**src/rtl/freq_counter_pkg.sv**
```systemverilog
// ---------------------------------------------------------------------------
// freq_counter_pkg
//   Shared constants and types for the BCD frequency counter.
//   - DEFAULT_NUM_DIGITS : default number of BCD digits in count and result
//   - BCD_DIGIT_W        : width of one BCD digit
//   - BCD_MAX_DIGIT      : largest legal BCD digit value (9)
//   - state_e            : measurement state machine encoding
//   - is_max_digit()     : true when a digit sits at its wrap point
// ---------------------------------------------------------------------------
package freq_counter_pkg;

    localparam int         DEFAULT_NUM_DIGITS = 8;
    localparam int         BCD_DIGIT_W        = 4;
    localparam logic [3:0] BCD_MAX_DIGIT      = 4'd9;

    // ARM     : waiting for the first gate edge, count held at zero
    // MEASURE : a window is open; every gate edge closes it and opens the next
    typedef enum logic [0:0] {
        ST_ARM     = 1'b0,
        ST_MEASURE = 1'b1
    } state_e;

    function automatic logic is_max_digit(input logic [BCD_DIGIT_W-1:0] d);
        return d == BCD_MAX_DIGIT;
    endfunction

endpackage

```
**src/rtl/freq_counter_if.sv**
```systemverilog
// ---------------------------------------------------------------------------
// freq_counter_if
//   Groups the measurement inputs and the result bus of freq_counter.
//   Signals:
//     Gate_1Hz   : gate square wave, one window = rising edge to rising edge
//     Sig_In     : measured signal (asynchronous to the system clock)
//     Freq_BCD   : latched packed-BCD result, digit 0 in bits [3:0]
//     Data_Valid : result-update strobe
//     Overflow   : latched together with Freq_BCD
//   Modports:
//     master : the counter (consumes gate/signal, produces the result)
//     slave  : whoever drives the gate/signal and consumes the result
//
//   Result handshake: Data_Valid is a valid-only strobe with no ready/back-
//   pressure. It is high for exactly one clock cycle, during which Freq_BCD
//   and Overflow already carry the new result; both stay stable until the
//   next Data_Valid pulse (or reset), so a consumer may also sample them late.
// ---------------------------------------------------------------------------
interface freq_counter_if
    import freq_counter_pkg::*;
#(
    parameter int NUM_DIGITS = DEFAULT_NUM_DIGITS
) ();

    logic                              Gate_1Hz;
    logic                              Sig_In;
    logic [BCD_DIGIT_W*NUM_DIGITS-1:0] Freq_BCD;
    logic                              Data_Valid;
    logic                              Overflow;

    modport master (
        input  Gate_1Hz,
        input  Sig_In,
        output Freq_BCD,
        output Data_Valid,
        output Overflow
    );

    modport slave (
        output Gate_1Hz,
        output Sig_In,
        input  Freq_BCD,
        input  Data_Valid,
        input  Overflow
    );

endinterface

```
**src/rtl/freq_counter_bcd_digit.sv**
```systemverilog
// ---------------------------------------------------------------------------
// bcd_digit
//   One decade of the working count: a 4-bit BCD counter 0..9.
//   Ports:
//     i_clk   : system clock
//     i_rst   : synchronous active-high reset (digit -> 0)
//     i_clr   : synchronous clear (digit -> 0), beats load and enable
//     i_load1 : synchronous load of 1, beats enable
//     i_en    : count enable / carry in from the lower digit
//     o_digit : current digit value, never above 9
//     o_carry : high when this digit wraps 9 -> 0 this cycle; feeds the next
//               digit's i_en combinationally so the carry lands in the same
//               cycle as the wrap
// ---------------------------------------------------------------------------
module bcd_digit
    import freq_counter_pkg::*;
(
    input  logic                   i_clk,
    input  logic                   i_rst,
    input  logic                   i_clr,
    input  logic                   i_load1,
    input  logic                   i_en,
    output logic [BCD_DIGIT_W-1:0] o_digit,
    output logic                   o_carry
);

    logic [BCD_DIGIT_W-1:0] r_digit;
    logic                   w_at_max;

    assign w_at_max = is_max_digit(r_digit);
    assign o_carry  = i_en & w_at_max;
    assign o_digit  = r_digit;

    always_ff @(posedge i_clk) begin
        if (i_rst || i_clr) begin
            r_digit <= '0;
        end else if (i_load1) begin
            r_digit <= 4'd1;
        end else if (i_en) begin
            r_digit <= w_at_max ? 4'd0 : r_digit + 4'd1;
        end
    end

endmodule

```
**src/rtl/freq_counter.sv**
```systemverilog
// ---------------------------------------------------------------------------
// freq_counter
//   Gated BCD frequency counter. Counts rising edges of Sig_In over one full
//   period of Gate_1Hz and publishes the count as packed BCD at every gate
//   rising edge. The count saturates at all-9s and flags Overflow.
//   Ports:
//     CLK_50M     : system clock, the only clock
//     CLR         : synchronous active-high reset
//     io_bus      : freq_counter_if.master (Gate_1Hz, Sig_In in;
//                   Freq_BCD, Data_Valid, Overflow out)
//     o_dbg_state : current measurement state (ARM / MEASURE)
//   Timing:
//     A Sig_In rising edge first sampled high at edge A increments the
//     working count at edge A+3 (2 synchroniser flops, edge detect, one
//     registered rise pulse). Data_Valid and the new Freq_BCD appear in the
//     cycle after the gate edge that closes the window.
// ---------------------------------------------------------------------------
module freq_counter
    import freq_counter_pkg::*;
#(
    parameter int NUM_DIGITS = DEFAULT_NUM_DIGITS
) (
    input  logic                  CLK_50M,
    input  logic                  CLR,
    freq_counter_if.master        io_bus,
    output state_e                o_dbg_state
);

    localparam int W = BCD_DIGIT_W * NUM_DIGITS;

    // Sig_In synchroniser and edge detector
    logic r_sig_s1;
    logic r_sig_s2;
    logic r_sig_s3;
    logic r_sig_rise;

    // Gate edge detector
    logic r_gate_d;
    logic w_gate_edge;

    // State machine
    state_e r_state;
    state_e w_state_next;
    logic   w_hold_zero;
    logic   w_latch;

    // Working count
    logic [W-1:0] w_count;
    logic         w_inc;
    logic         w_all9;
    logic         w_restart;
    logic         w_inc_run;
    logic         w_clr_lsd;
    logic         w_load1_lsd;
    logic         w_clr_upper;
    logic         w_top_carry;
    logic         r_ovf_flag;

    // Published result
    logic [W-1:0] r_freq;
    logic         r_ovf;
    logic         r_dv;

    // -----------------------------------------------------------------------
    // Sig_In: two flops for metastability, a third as the delayed copy for
    // edge detection, and the detected rise registered once more so the
    // increment lands exactly three edges after the first high sample.
    // -----------------------------------------------------------------------
    always_ff @(posedge CLK_50M) begin
        if (CLR) begin
            r_sig_s1   <= 1'b0;
            r_sig_s2   <= 1'b0;
            r_sig_s3   <= 1'b0;
            r_sig_rise <= 1'b0;
        end else begin
            r_sig_s1   <= io_bus.Sig_In;
            r_sig_s2   <= r_sig_s1;
            r_sig_s3   <= r_sig_s2;
            r_sig_rise <= r_sig_s2 & ~r_sig_s3;
        end
    end

    assign w_inc = r_sig_rise;

    // -----------------------------------------------------------------------
    // Gate_1Hz is already synchronous; one history flop is enough. The edge
    // is acted on at the very clock edge that first samples the gate high.
    // -----------------------------------------------------------------------
    always_ff @(posedge CLK_50M) begin
        if (CLR) begin
            r_gate_d <= 1'b0;
        end else begin
            r_gate_d <= io_bus.Gate_1Hz;
        end
    end

    assign w_gate_edge = io_bus.Gate_1Hz & ~r_gate_d;

    // -----------------------------------------------------------------------
    // State machine: state register
    // -----------------------------------------------------------------------
    always_ff @(posedge CLK_50M) begin
        if (CLR) begin
            r_state <= ST_ARM;
        end else begin
            r_state <= w_state_next;
        end
    end

    // State machine: next state. Every gate edge (re)opens a window.
    always_comb begin
        w_state_next = r_state;
        if (w_gate_edge) begin
            w_state_next = ST_MEASURE;
        end
    end

    // State machine: outputs. In ARM the first gate edge only opens a
    // window; the partial window before it is never published.
    always_comb begin
        w_hold_zero = 1'b0;
        w_latch     = 1'b0;
        case (r_state)
            ST_ARM:     w_hold_zero = ~w_gate_edge;
            ST_MEASURE: w_latch     = w_gate_edge;
            default:    ;
        endcase
    end

    assign o_dbg_state = r_state;

    // -----------------------------------------------------------------------
    // Working count control
    // -----------------------------------------------------------------------
    always_comb begin
        w_all9 = 1'b1;
        for (int i = 0; i < NUM_DIGITS; i++) begin
            if (!is_max_digit(w_count[BCD_DIGIT_W*i +: BCD_DIGIT_W])) begin
                w_all9 = 1'b0;
            end
        end
    end

    assign w_restart   = w_gate_edge;
    // An increment coincident with a gate edge belongs to the new window and
    // is absorbed by the load-1 below, so it is removed from the ripple path.
    // At all-9s the increment is dropped entirely, which is the saturation.
    assign w_inc_run   = w_inc & ~w_restart & ~w_hold_zero & ~w_all9;
    assign w_clr_lsd   = w_hold_zero | (w_restart & ~w_inc);
    assign w_load1_lsd = w_restart & w_inc;
    assign w_clr_upper = w_hold_zero | w_restart;

    // Cascaded decades; each digit's enable is the carry of the one below.
    for (genvar gi = 0; gi < NUM_DIGITS; gi++) begin : g_digit
        logic w_en_in;
        logic w_carry_out;

        if (gi == 0) begin : g_lsd
            assign w_en_in = w_inc_run;
        end else begin : g_upper
            assign w_en_in = g_digit[gi-1].w_carry_out;
        end

        bcd_digit u_digit (
            .i_clk   (CLK_50M),
            .i_rst   (CLR),
            .i_clr   ((gi == 0) ? w_clr_lsd : w_clr_upper),
            .i_load1 ((gi == 0) ? w_load1_lsd : 1'b0),
            .i_en    (w_en_in),
            .o_digit (w_count[BCD_DIGIT_W*gi +: BCD_DIGIT_W]),
            .o_carry (w_carry_out)
        );
    end

    assign w_top_carry = g_digit[NUM_DIGITS-1].w_carry_out;

    // Saturation masks the increment at all-9s, so the top decade can never
    // ripple out; a carry here would mean the count silently wrapped.
    a_no_wrap : assert property (@(posedge CLK_50M) disable iff (CLR) !w_top_carry);

    // Sticky overflow for the current window; cleared when a window opens.
    always_ff @(posedge CLK_50M) begin
        if (CLR) begin
            r_ovf_flag <= 1'b0;
        end else if (w_hold_zero || w_restart) begin
            r_ovf_flag <= 1'b0;
        end else if (w_inc && w_all9) begin
            r_ovf_flag <= 1'b1;
        end
    end

    // -----------------------------------------------------------------------
    // Result latch. The count captured is the value before this edge's
    // increment, which already belongs to the next window.
    // -----------------------------------------------------------------------
    always_ff @(posedge CLK_50M) begin
        if (CLR) begin
            r_freq <= '0;
            r_ovf  <= 1'b0;
            r_dv   <= 1'b0;
        end else begin
            r_dv <= w_latch;
            if (w_latch) begin
                r_freq <= w_count;
                r_ovf  <= r_ovf_flag;
            end
        end
    end

    assign io_bus.Freq_BCD   = r_freq;
    assign io_bus.Overflow   = r_ovf;
    assign io_bus.Data_Valid = r_dv;

endmodule
```
**src/flat_wrapper.sv**
```systemverilog
// flat-port wrapper written by rule: the top's interface ports become plain ports
module freq_counter_flat import freq_counter_pkg::*;
#(
    parameter int NUM_DIGITS = DEFAULT_NUM_DIGITS
)
  (CLK_50M, CLR, o_dbg_state, io_bus_Gate_1Hz, io_bus_Sig_In, io_bus_Freq_BCD, io_bus_Data_Valid, io_bus_Overflow);
  freq_counter_if #(.NUM_DIGITS(NUM_DIGITS)) io_bus_i ();
  input  logic CLK_50M;
  input  logic CLR;
  output state_e o_dbg_state;
  input wire logic [$bits(io_bus_i.Gate_1Hz)-1:0] io_bus_Gate_1Hz;
  input wire logic [$bits(io_bus_i.Sig_In)-1:0] io_bus_Sig_In;
  output wire logic [$bits(io_bus_i.Freq_BCD)-1:0] io_bus_Freq_BCD;
  output wire logic [$bits(io_bus_i.Data_Valid)-1:0] io_bus_Data_Valid;
  output wire logic [$bits(io_bus_i.Overflow)-1:0] io_bus_Overflow;
  assign io_bus_i.Gate_1Hz = io_bus_Gate_1Hz;
  assign io_bus_i.Sig_In = io_bus_Sig_In;
  assign io_bus_Freq_BCD = io_bus_i.Freq_BCD;
  assign io_bus_Data_Valid = io_bus_i.Data_Valid;
  assign io_bus_Overflow = io_bus_i.Overflow;
  freq_counter #(.NUM_DIGITS(NUM_DIGITS)) u_core (.CLK_50M(CLK_50M), .CLR(CLR), .io_bus(io_bus_i), .o_dbg_state(o_dbg_state));
endmodule
```
**config.mk**
```make
export PLATFORM = sky130hd
export DESIGN_NAME = freq_counter_flat
export DESIGN_NICKNAME = d
export VERILOG_FILES = /design/src/rtl/freq_counter_pkg.sv /design/src/rtl/freq_counter_if.sv /design/src/rtl/freq_counter_bcd_digit.sv /design/src/rtl/freq_counter.sv /design/src/flat_wrapper.sv
export SDC_FILE = /design/constraint.sdc
export NUM_CORES = 1
export LEC_CHECK = 0
export ABC_AREA = 1
export CAP_MARGIN = 15
export CORE_UTILIZATION = 36
export CTS_CLUSTER_DIAMETER = 30
export DETAILED_ROUTE_END_ITERATION = 12
export DONT_BUFFER_PORTS = 1
export GPL_TIMING_DRIVEN = 0
export PLACE_DENSITY = 0.58
export SLEW_MARGIN = 10
export SYNTH_ARGS = -nofsm -noshare
export SYNTH_HDL_FRONTEND = slang
export SYNTH_SLANG_ARGS = --single-unit
```
**constraint.sdc**
```tcl
create_clock -name CLK_50M -period 2.2 [get_ports CLK_50M]
set_clock_uncertainty 0.1 [all_clocks]
set_input_delay 0.44 -clock CLK_50M [delete_from_list [all_inputs] [get_ports CLK_50M]]
set_output_delay 0.44 -clock CLK_50M [all_outputs]
set_load 0.1 [all_outputs]
```
==> impl_results.md, run 1 <==
* Run status: complete, no violations
* Via density at 4.90
* Post-DRT Antenna Nets at 0
* EDFF count, synth at 0
* Clk buf depth at 2
* Crit path cell chain: buf_6 -> nand2_1 -> nor2_4 -> nand4_4 -> nor2_4 -> nand2_1 -> o21ai_0 -> nor2_1
* Fin. Hold Viols at 0
* Crit path max fanout at 8
* Worst r2r path cells at 8
* DR WL/cell at 12.7 um
* TritonCTS Sinks at 73
* TritonRoute pass-1 iters at 4
* Post-synth cell types at 30
* Synth async-reset ratio at 0%
* Syn Nets at 424
* Layout Cells excl Fill at 544
* YS warnings at 0
* Number of cells on the critical path at 8
* Clock latency on the worst-skew pair at 0.35 ns
* Post-Synthesis Cells at 420
* Tcrit/Tclk final at 93.1%
* Vias in the first global route at 2526
* Post-synthesis sequential area ratio at 47.7%
* Fmax at 488 MHz
* RR Startpoint: u_core.o_dbg_state
* Routability cong. at 0.758
* CORE AREA at 0.00822 mm^2
* Hold_sp: io_bus_Sig_In
* Die Width at 94.2 um
* P&R area growth vs syn at 12.5%
* # DRC at 0
* Top cell family by delay on the critical path: simple AND/OR/NAND/NOR gates
* Die H at 94.2 um
* Final WL at 6.89 mm
* Dpl cell area at 0.00320 mm^2
* N_diodes at 0
* Final nets at 438
* Slew Limit Fails at 0
* Die Footprint at 0.00888 mm^2
* Startpoint types: register
* Vias at 2664
* Slew @ Worst Pin at 0.978 ns
* Final instance area at 0.00345 mm^2
* Critical path buffers and inverters at 1
* Root buf cell: clkbuf_8
* R2R Path End: u_core.g_digit[7].u_digit.o_digit[3]
* Slowest-stage cell, CP: dfxtp_4
* # port buffers at 0
* First-pass GRT wire length at 11.7 mm
* Num CTS Buffers at 9
* WHS at 0.0887 ns
* CP Class: register to register
* Hold Path Class: input pin to register
* GRT Total Usage at 17.0%
* Initial core utilization at 37.3%
* Post-route minimum period at 2.05 ns
* Slowest cell delay on critical path at 0.54 ns
* WHS Path Cells at 2
* R2R Setup Slk at 0.15 ns
* Seq cells post-synth at 73
* Share of cells above drive strength 1 at 9.34%
* Post-synth top area cell: dfxtp_1
* Worst EP required at 2.35 ns
* RSZ-0062 raised after global routing: no
* Mapped Area at 0.00306 mm^2
* LEAKAGE at 1.06 nW
* Initial antenna violation count at 0
* Num ports at 39
* DRT iter0 DRCs at 125
* Maximum vdd drop at 375 uV
* Reg clk slew, reported paths at 0.08 ns
* PD cells at 711 mW/mm^2
* Avg Inst Size Synth at 7.29 um^2
* Hold path endpoint: u_core.r_sig_s1
* Largest net degree at the start of global routing at 13
* Max_slew headroom at 34.7%
* Critical path endpoint category: register
* Post-synth top area share at 47.7%
* HPWL Detailed at 4.78 mm
* GRT Residual Overflow at 0
* Top_reg_cell synth: dfxtp_1
* H-tree level count at 3
* Arrival @ worst endpoint at 2.20 ns
* CTS tree: yes
* Placed Cells at 525
* Hold Buf Count CTS at 0
* Area contributors post-synth: dfxtp_1, nand2_1, a21oi_1
* Max Cap Viol at 0
* Total Power at 2.45 mW
* Final Setup Violations at 0
* Row count at 33
==> per-stage QoR <==
step           setup WS, ns  util, %  TNS (ns)
2_1_floorplan        0.0733        -         0
3_3_place_gp         -0.440     38.9     -7.87
3_5_place_dp         -0.401     38.9     -7.49
4_1_cts              0.0390     41.6         0
5_1_grt            0.000341     42.0         0
6_report              0.151     42.0         0
==> sequential cells by signal (all words and copies together), names as in the netlist <==
| signal | count |
|---|---|
| u_core.r_gate_d | 1 |
| u_core.g_digit.u_digit.o_digit | 32 |
| u_core.r_sig_s3 | 1 |
| u_core.r_ovf_flag | 1 |
| u_core.io_bus.Freq_BCD | 32 |
| u_core.r_sig_s2 | 1 |
| u_core.io_bus.Data_Valid | 1 |
| u_core.r_sig_s1 | 1 |
| u_core.o_dbg_state | 1 |
| u_core.r_sig_rise | 1 |
| u_core.io_bus.Overflow | 1 |
==> worst max path at each step <==
stage | from | to | slack (ns)
global placement | u_core.o_dbg_state | u_core.g_digit[4].u_digit.o_digit[2] | -0.44
detailed placement | u_core.o_dbg_state | u_core.g_digit[4].u_digit.o_digit[2] | -0.40
floorplan | u_core.o_dbg_state | u_core.g_digit[4].u_digit.o_digit[1] | 0.07
CTS | u_core.o_dbg_state | u_core.g_digit[4].u_digit.o_digit[1] | 0.04
finish | u_core.o_dbg_state | u_core.g_digit[7].u_digit.o_digit[3] | 0.15
global route | u_core.g_digit[6].u_digit.o_digit[0] | u_core.g_digit[3].u_digit.o_digit[0] | 0.0003
==> metal layers <==
layer	part of all wire, %	track usage [%]
met1	51	22.2
met2	43	26.3
met3	4.2	4.37
met4	1.8	7.31
met5	0	0
==> synthesized netlist by cell type (all sizes together) (3+ instances only) <==
cell type,n
dfxtp,73
nor3b,3
a21oi,53
nand4,5
nor2,46
o21ai,12
nand2,99
nand3,52
xor2,4
nand3b,3
nor3,5
clkbuf,16
inv,40
==> power by group <==
group,total (mW),switching (mW),internal (mW),leakage [nW]
logic,0.0831,0.0670,0.0161,0.368
registers,1.34,0.0155,1.33,0.589
clock network,1.03,0.509,0.518,0.0998
total,2.45,0.591,1.86,1.06
==> placed cells by master, fill, tap and decap left out, types with 2 or more instances in the layout <==
cell / count
a21oi_1: 53
dfxtp_1: 72
clkbuf_1: 16
nor3b_1: 2
nor2_4: 6
buf_4: 2
nand3_1: 51
nor2_1: 34
nor2_2: 7
nor3_1: 4
nand2_1: 97
clkbuf_8: 9
inv_1: 39
nand4_1: 4
xor2_1: 4
nand2_2: 2
clkinv_2: 4
o21ai_0: 11
nand3b_1: 3
==> what timing repair did <==
| action | 4_1_cts | 5_1_grt |
|---|---|---|
| pin swaps | 1 | 2 |
| gates cloned | 0 | 1 |
| gates resized for setup | 6 | 7 |
| setup buffers | 2 | 0 |
| setup endpoints to repair | 29 | 19 |
==> cell type report <==
| class | count | area (um^2) |
|---|---|---|
| fillers | 875 | 4770 |
| inverters | 41 | 154 |
| flip-flops and latches | 73 | 1470 |
| clock inverters | 6 | 58.8 |
| multi-input cells | 290 | 1420 |
| repair buffers | 2 | 15.0 |
| well taps | 105 | 131 |
| plain buffers | 17 | 71.3 |
| clock buffers | 10 | 128 |
==> cells by family (layout without fill, tap and decap cells) <==
| logic type | Yosys count | after routing | synth area share (%) |
|---|---|---|---|
| flip-flops | 73 | 73 | 47.7 |
| AND/OR/NAND/NOR | 216 | 217 | 32.4 |
| AO/OA/AOI/OAI | 68 | 68 | 11.4 |
| XOR/XNOR | 5 | 5 | 1.43 |
| buffers and inverters | 58 | 76 | 7.15 |
Power figures use the tool's default switching activity.
==> inputs of run 2 (changes only) <==
--- a/config.mk
+++ b/config.mk
@@ -6,7 +6,6 @@
 export NUM_CORES = 1
 export LEC_CHECK = 0
 export ABC_AREA = 1
-export CAP_MARGIN = 15
 export CORE_UTILIZATION = 36
 export CTS_CLUSTER_DIAMETER = 30
 export DETAILED_ROUTE_END_ITERATION = 12
==> constraint.sdc (replaced) <==
create_clock -name CLK_50M -period 2.6 [get_ports CLK_50M]
set_clock_uncertainty 0.1 [all_clocks]
set_input_delay 0.52 -clock CLK_50M [delete_from_list [all_inputs] [get_ports CLK_50M]]
set_output_delay 0.52 -clock CLK_50M [all_outputs]
set_load 0.1 [all_outputs]
==> run 2 against run 1 <==
Compared with the run above: critical path depth unchanged; sequential share of layout area down 0.20 points; total power down 4.4%; flip-flop and latch count is the same; core utilization is 0.20 points higher; critical path type unchanged; largest power group is now the clock network.
==> impl_results.md, run 2 (synthesized netlist as in run 1, its figures left out) <==
* Run status: complete, no violations (unchanged)
* GRT Residual Overflow at 0 (unchanged)
* Critical path endpoint category: register (unchanged)
* GRT Total Usage at 17.2% (was 17.0%)
* H-tree level count at 3 (unchanged)
* Worst EP required at 2.72 ns (was 2.35 ns)
* Most common cell after layout, fill and taps aside: nand2_1 (unchanged)
* Hold_sp: io_bus_Sig_In (unchanged)
* Post-CTS setup buffer count at 0 (was 2)
* Top cell family by delay on the critical path: simple AND/OR/NAND/NOR gates (unchanged)
* Max_slew headroom at 34.7% (about the same)
* Pre-CTS WS at -0.338 ns (was -0.401 ns)
* Num ports at 39 (unchanged)
* Worst r2r path cells at 8 (unchanged)
* PD cells at 677 mW/mm^2 (was 711 mW/mm^2)
* Initial antenna violation count at 0 (unchanged)
* Die Footprint at 0.00888 mm^2 (unchanged)
* Vias at 2667 (was 2664)
* Crit path max fanout at 8 (unchanged)
* Clk buf depth at 2 (unchanged)
* Fmax at 434 MHz (was 488 MHz)
* Max Cap Viol at 0 (unchanged)
* Post-route minimum period at 2.30 ns (was 2.05 ns)
* Total Power at 2.34 mW (was 2.45 mW)
* WHS Path Cells at 2 (unchanged)
* # port buffers at 0 (unchanged)
* Reg clk slew, reported paths at 0.08 ns (about the same)
* Placed Cells at 525 (unchanged)
* N_diodes at 0 (unchanged)
* Hold Path Class: input pin to register (unchanged)
* Crit path cell chain: buf_2 -> nand2_1 -> nor2_1 -> nand3_2 -> nor2_1 -> nand2_1 -> o21ai_1 -> a21oi_1 (was buf_6 -> nand2_1 -> nor2_4 -> nand4_4 -> nor2_4 -> nand2_1 -> o21ai_0 -> nor2_1)
* TritonRoute pass-1 iters at 4 (unchanged)
* Maximum vdd drop at 264 uV (was 375 uV)
* LEAKAGE at 1.06 nW (about the same)
* R2R Path End: u_core.g_digit[3].u_digit.o_digit[1] (was u_core.g_digit[7].u_digit.o_digit[3])
* Slew @ Worst Pin at 0.978 ns (about the same)
* DR WL/cell at 12.6 um (was 12.7 um)
* Num CTS Buffers at 9 (unchanged)
* Critical path buffers and inverters at 1 (unchanged)
* Final nets at 435 (was 438)
* HPWL Detailed at 4.81 mm (was 4.78 mm)
* Die Width at 94.2 um (unchanged)
* Arrival @ worst endpoint at 2.43 ns (was 2.20 ns)
* DRT iter0 DRCs at 96 (was 125)
* Die H at 94.2 um (unchanged)
* CP Class: register to register (unchanged)
* Largest net degree at the start of global routing at 13 (unchanged)
* RR Startpoint: u_core.o_dbg_state (unchanged)
* R2R Setup Slk at 0.30 ns (was 0.15 ns)
* Vias in the first global route at 2480 (was 2526)
* Share of cells above drive strength 1 at 8.03% (was 9.34%)
* WHS at 0.173 ns (was 0.0887 ns)
* P&R area growth vs syn at 13.1% (was 12.5%)
* Startpoint types: register (unchanged)
* Tcrit/Tclk final at 88.5% (was 93.1%)
* # DRC at 0 (unchanged)
* CTS tree: yes (unchanged)
* TritonCTS Sinks at 73 (unchanged)
* First-pass GRT wire length at 11.9 mm (was 11.7 mm)
* RSZ-0062 raised after global routing: no (unchanged)
* Slowest cell delay on critical path at 0.54 ns (about the same)
* Root buf cell: clkbuf_8 (unchanged)
* Routability cong. at 0.781 (was 0.758)
* Setup WS post-layout at 0.298 ns (was 0.151 ns)
* Final WL at 6.80 mm (was 6.89 mm)
* CORE AREA at 0.00822 mm^2 (unchanged)
* Final Setup Violations at 0 (unchanged)
* Slowest-stage cell, CP: dfxtp_4 (unchanged)
* Layout Cells excl Fill at 541 (was 544)
* Most frequent cells in the layout: nand2_1, dfxtp_1, a21oi_1 (unchanged)
* Hold path endpoint: u_core.r_sig_s1 (unchanged)
* Initial core utilization at 37.3% (unchanged)
* Slew Limit Fails at 0 (unchanged)
* Fin. Hold Viols at 0 (unchanged)
* FILL cells at 816 (was 875)
* Via density at 4.93 (was 4.90)
* Row count at 33 (unchanged)
* Clock latency on the worst-skew pair at 0.34 ns (was 0.35 ns)
* Post-DRT Antenna Nets at 0 (unchanged)
## run 2: changes by cell type in the layout (fill, tap and decap cells not counted), sizes merged
cell      previous run  this run
clkinv               6         1
bufinv               1         3
nor2                47        46
clkinvlp             0         1
buf                  4         1
clkbuf              25        28
## run 2: worst max-delay path by stage
stage	from	to	slack [ns]	cells past startpoint
finish	u_core.o_dbg_state	u_core.g_digit[3].u_digit.o_digit[1]	0.30	8
global route	u_core.o_dbg_state	u_core.g_digit[4].u_digit.o_digit[1]	0.11	8
CTS	u_core.o_dbg_state	u_core.g_digit[3].u_digit.o_digit[1]	0.10	8
detailed placement	u_core.o_dbg_state	u_core.g_digit[3].u_digit.o_digit[3]	-0.34	6
global placement	u_core.o_dbg_state	u_core.g_digit[4].u_digit.o_digit[2]	-0.38	6
floorplan	u_core.o_dbg_state	u_core.g_digit[4].u_digit.o_digit[1]	0.14	8
## run 2: layout make-up
type                    instances  area (um^2)  area share (%)
clock inverters                 4         97.6            2.82
inverters                      41          154            4.44
plain buffers                  17         65.1            1.88
clock buffers                  12          165            4.77
well taps                     105          131            3.79
flip-flops and latches         73         1470            42.3
multi-input cells             289         1390            40.0
## run 2: per-stage QoR
stage                     utilization [%]  TNS [ns]  cell area, um^2
after floorplan                         -         0             3060
after CTS                            42.1         0             3460
after detailed placement             38.9     -5.66             3190
final                                42.2         0             3460
after global routing                 42.2         0             3460
after global placement               38.9     -6.08             3190
## run 2: per-layer routing
metal	part of all wire (%)	up-vias	track usage, %
met3	5.2	7	5.34
met1	49	1223	22.2
li1	-	1387	-
met5	0	-	0
met2	45	50	27.2
met4	1.1	0	5.64
## run 2: report_power, final
part	internal, mW	switching (mW)
sequential	1.12	0.0128
combinational	0.0121	0.0550
clock	0.717	0.426
total	1.85	0.494
## run 2: timing repair
item,CTS,global route
hold buffers,0,0
resized for setup,2,1
endpoints found under the setup margin,29,2
==> inputs of run 3 (changes only) <==
--- a/config.mk
+++ b/config.mk
@@ -12,6 +12,7 @@
 export DONT_BUFFER_PORTS = 1
 export GPL_TIMING_DRIVEN = 0
 export PLACE_DENSITY = 0.58
+export REMOVE_ABC_BUFFERS = 1
 export SLEW_MARGIN = 10
 export SYNTH_ARGS = -nofsm -noshare
 export SYNTH_HDL_FRONTEND = slang
==> run 3 against run 2 <==
Compared with the run above: maximum frequency rose by 3.6%; sequential power is essentially flat; total power shrank 17%; register-to-register slack improved by 0.08 ns; clock power decreased by 34%; die area unchanged; hold slack got worse by 0.035 ns; core utilization down 1.6 points; flip-flop and latch count did not move; critical endpoint is now u_core.g_digit[5].u_digit.o_digit[1].
==> impl_results.md, run 3 (synthesized netlist as in run 1, its figures left out) <==
* Routability cong. at 0.749 (was 0.781)
* Root buf cell: clkbuf_8 (unchanged)
* Initial antenna violation count at 0 (unchanged)
* Crit path cell chain: nand2_1 -> nor2_1 -> nand4_4 -> nor2_2 -> nand3_1 -> nand2_1 -> a21oi_1 (was buf_2 -> nand2_1 -> nor2_1 -> nand3_2 -> nor2_1 -> nand2_1 -> o21ai_1 -> a21oi_1)
* RR Startpoint: u_core.o_dbg_state (unchanged)
* Cell mode on critical path: nand2_1
* R2R Setup Slk at 0.38 ns (was 0.30 ns)
* Die Width at 94.2 um (unchanged)
* Hold Buf Count CTS at 0 (unchanged)
* Die Footprint at 0.00888 mm^2 (unchanged)
* Final nets at 419 (was 435)
* Tcrit/Tclk final at 85.5% (was 88.5%)
* Reg clk slew, reported paths at 0.07 ns (was 0.08 ns)
* Startpoint types: register (unchanged)
* Run status: complete, no violations (unchanged)
* N_diodes at 0 (unchanged)
* Hold path endpoint: u_core.r_sig_s1 (unchanged)
* Max_slew headroom at 33.7% (was 34.7%)
* # DRC at 0 (unchanged)
* Num ports at 39 (unchanged)
* FILL cells at 873 (was 816)
* Arrival @ worst endpoint at 2.33 ns (was 2.43 ns)
* Hold Path Class: input pin to register (unchanged)
* R2R Path End: u_core.g_digit[5].u_digit.o_digit[1] (was u_core.g_digit[3].u_digit.o_digit[1])
* Die H at 94.2 um (unchanged)
* LEAKAGE at 1.00 nW (was 1.06 nW)
* Slew @ Worst Pin at 0.993 ns (was 0.978 ns)
* TritonRoute pass-1 iters at 5 (was 4)
* H-tree level count at 3 (unchanged)
* Clock latency on the worst-skew pair at 0.34 ns (about the same)
* Most frequent cells in the layout: nand2_1, dfxtp_1, a21oi_1 (unchanged)
* Worst EP required at 2.71 ns (was 2.72 ns)
* First-pass GRT wire length at 10.8 mm (was 11.9 mm)
* Maximum vdd drop at 192 uV (was 264 uV)
* CP Class: register to register (unchanged)
* Slowest cell delay on critical path at 0.62 ns (was 0.54 ns)
* P&R area growth vs syn at 8.78% (was 13.1%)
* Largest net degree at the start of global routing at 43 (was 13)
* Vias in the first global route at 2407 (was 2480)
* Top cell family by delay on the critical path: simple AND/OR/NAND/NOR gates (unchanged)
* # port buffers at 0 (unchanged)
* Final Setup Violations at 0 (unchanged)
* DR WL/cell at 12.0 um (was 12.6 um)
* Initial core utilization at 37.3% (unchanged)
* Slew Limit Fails at 0 (unchanged)
* TritonCTS Sinks at 73 (unchanged)
* Clk buf depth at 2 (unchanged)
* Share of cells above drive strength 1 at 8.57% (was 8.03%)
* Max Cap Viol at 0 (unchanged)
* Hold_sp: CLR (was io_bus_Sig_In)
* Row count at 33 (unchanged)
* Crit path max fanout at 20 (was 8)
* Fmax at 450 MHz (was 434 MHz)
* Post-layout util at 40.6% (was 42.2%)
* DRT iter0 DRCs at 57 (was 96)
* Fin. Hold Viols at 0 (unchanged)
* HPWL Detailed at 4.17 mm (was 4.81 mm)
* Total Power at 1.94 mW (was 2.34 mW)
* GRT Total Usage at 15.6% (was 17.2%)
* RSZ-0062 raised after global routing: no (unchanged)
* Critical path endpoint category: register (unchanged)
* Num CTS Buffers at 9 (unchanged)
* Most common cell after layout, fill and taps aside: nand2_1 (unchanged)
* Slowest-stage cell, CP: dfxtp_2 (was dfxtp_4)
* Post-route minimum period at 2.22 ns (was 2.30 ns)
* Worst r2r path cells at 7 (was 8)
* CORE AREA at 0.00822 mm^2 (unchanged)
* Post-DRT Antenna Nets at 0 (unchanged)
* Via density at 4.82 (was 4.93)
* PD cells at 581 mW/mm^2 (was 677 mW/mm^2)
* GRT Residual Overflow at 0 (unchanged)
* Final WL at 6.28 mm (was 6.80 mm)
* Vias at 2528 (was 2667)
* WHS Path Cells at 1 (was 2)
* Critical path buffers and inverters at 0 (was 1)
* CTS tree: yes (unchanged)
[run 3: cell count changes in the layout (fill, tap and decap cells not counted), moves of 2 or more]
cell | before | now
clkbuf_8 | 12 | 9
bufinv_16 | 3 | 0
clkinv_2 | 0 | 4
clkinvlp_4 | 1 | 3
clkbuf_1 | 16 | 1
[run 3: layout make-up]
class                   count  area, um^2  share of cell area (%)
flip-flops and latches     73        1460                    43.9
inverters                  41         158                    4.73
well taps                 105         131                    3.94
clock buffers              10         128                    3.83
multi-input cells         289        1400                    41.9
repair buffers              1        20.0                   0.601
clock inverters             6        35.0                    1.05
[run 3: through the flow]
step | setup slack, ns | setup TNS [ns] | hold slack, ns | std cells | instance area [um^2]
floorplan | -0.449 | -18.22 | 0.273 | 403 | 3000
detailed placement | -0.711 | -26.43 | 0.288 | 509 | 3150
finish | 0.378 | 0 | 0.138 | 525 | 3330
global route | 0.103 | 0 | 0.118 | 525 | 3330
global placement | -1.76 | -84.23 | 0.279 | 508 | 3130
CTS | 0.126 | 0 | 0.115 | 525 | 3320
[run 3: power by group]
group          total, mW  internal [mW]  switching, mW
combinational     0.0546         0.0113         0.0433
sequential          1.13           1.12         0.0118
clock              0.748          0.339          0.409
total               1.94           1.47          0.464
[run 3: repair_timing]
action                     CTS  global route
resized for setup            3             2
setup buffers                0             0
setup endpoints to repair   50            34
[run 3: worst max path at each step]
stage                            start                              endpoint  slack [ns]  depth (start not counted)
finish              u_core.o_dbg_state  u_core.g_digit[5].u_digit.o_digit[1]        0.38                          7
global route        u_core.o_dbg_state  u_core.g_digit[3].u_digit.o_digit[1]        0.10                          7
CTS                    u_core.r_gate_d             u_core.io_bus.Freq_BCD[5]        0.13                          5
detailed placement     io_bus_Gate_1Hz            u_core.io_bus.Freq_BCD[28]       -0.71                          6
global placement    u_core.o_dbg_state  u_core.g_digit[0].u_digit.o_digit[2]       -1.76                          4
floorplan           u_core.o_dbg_state  u_core.g_digit[0].u_digit.o_digit[2]       -0.45                          4
[run 3: layer usage]
| metal | global-route usage (%) | vias up | share of wire, % |
|---|---|---|---|
| met4 | 6.54 | 0 | 1.6 |
| met1 | 18.1 | 1116 | 47 |
| li1 | - | 1358 | - |
| met3 | 5.58 | 10 | 6.3 |
| met2 | 25.7 | 44 | 45 |
| met5 | 0 | - | 0 |
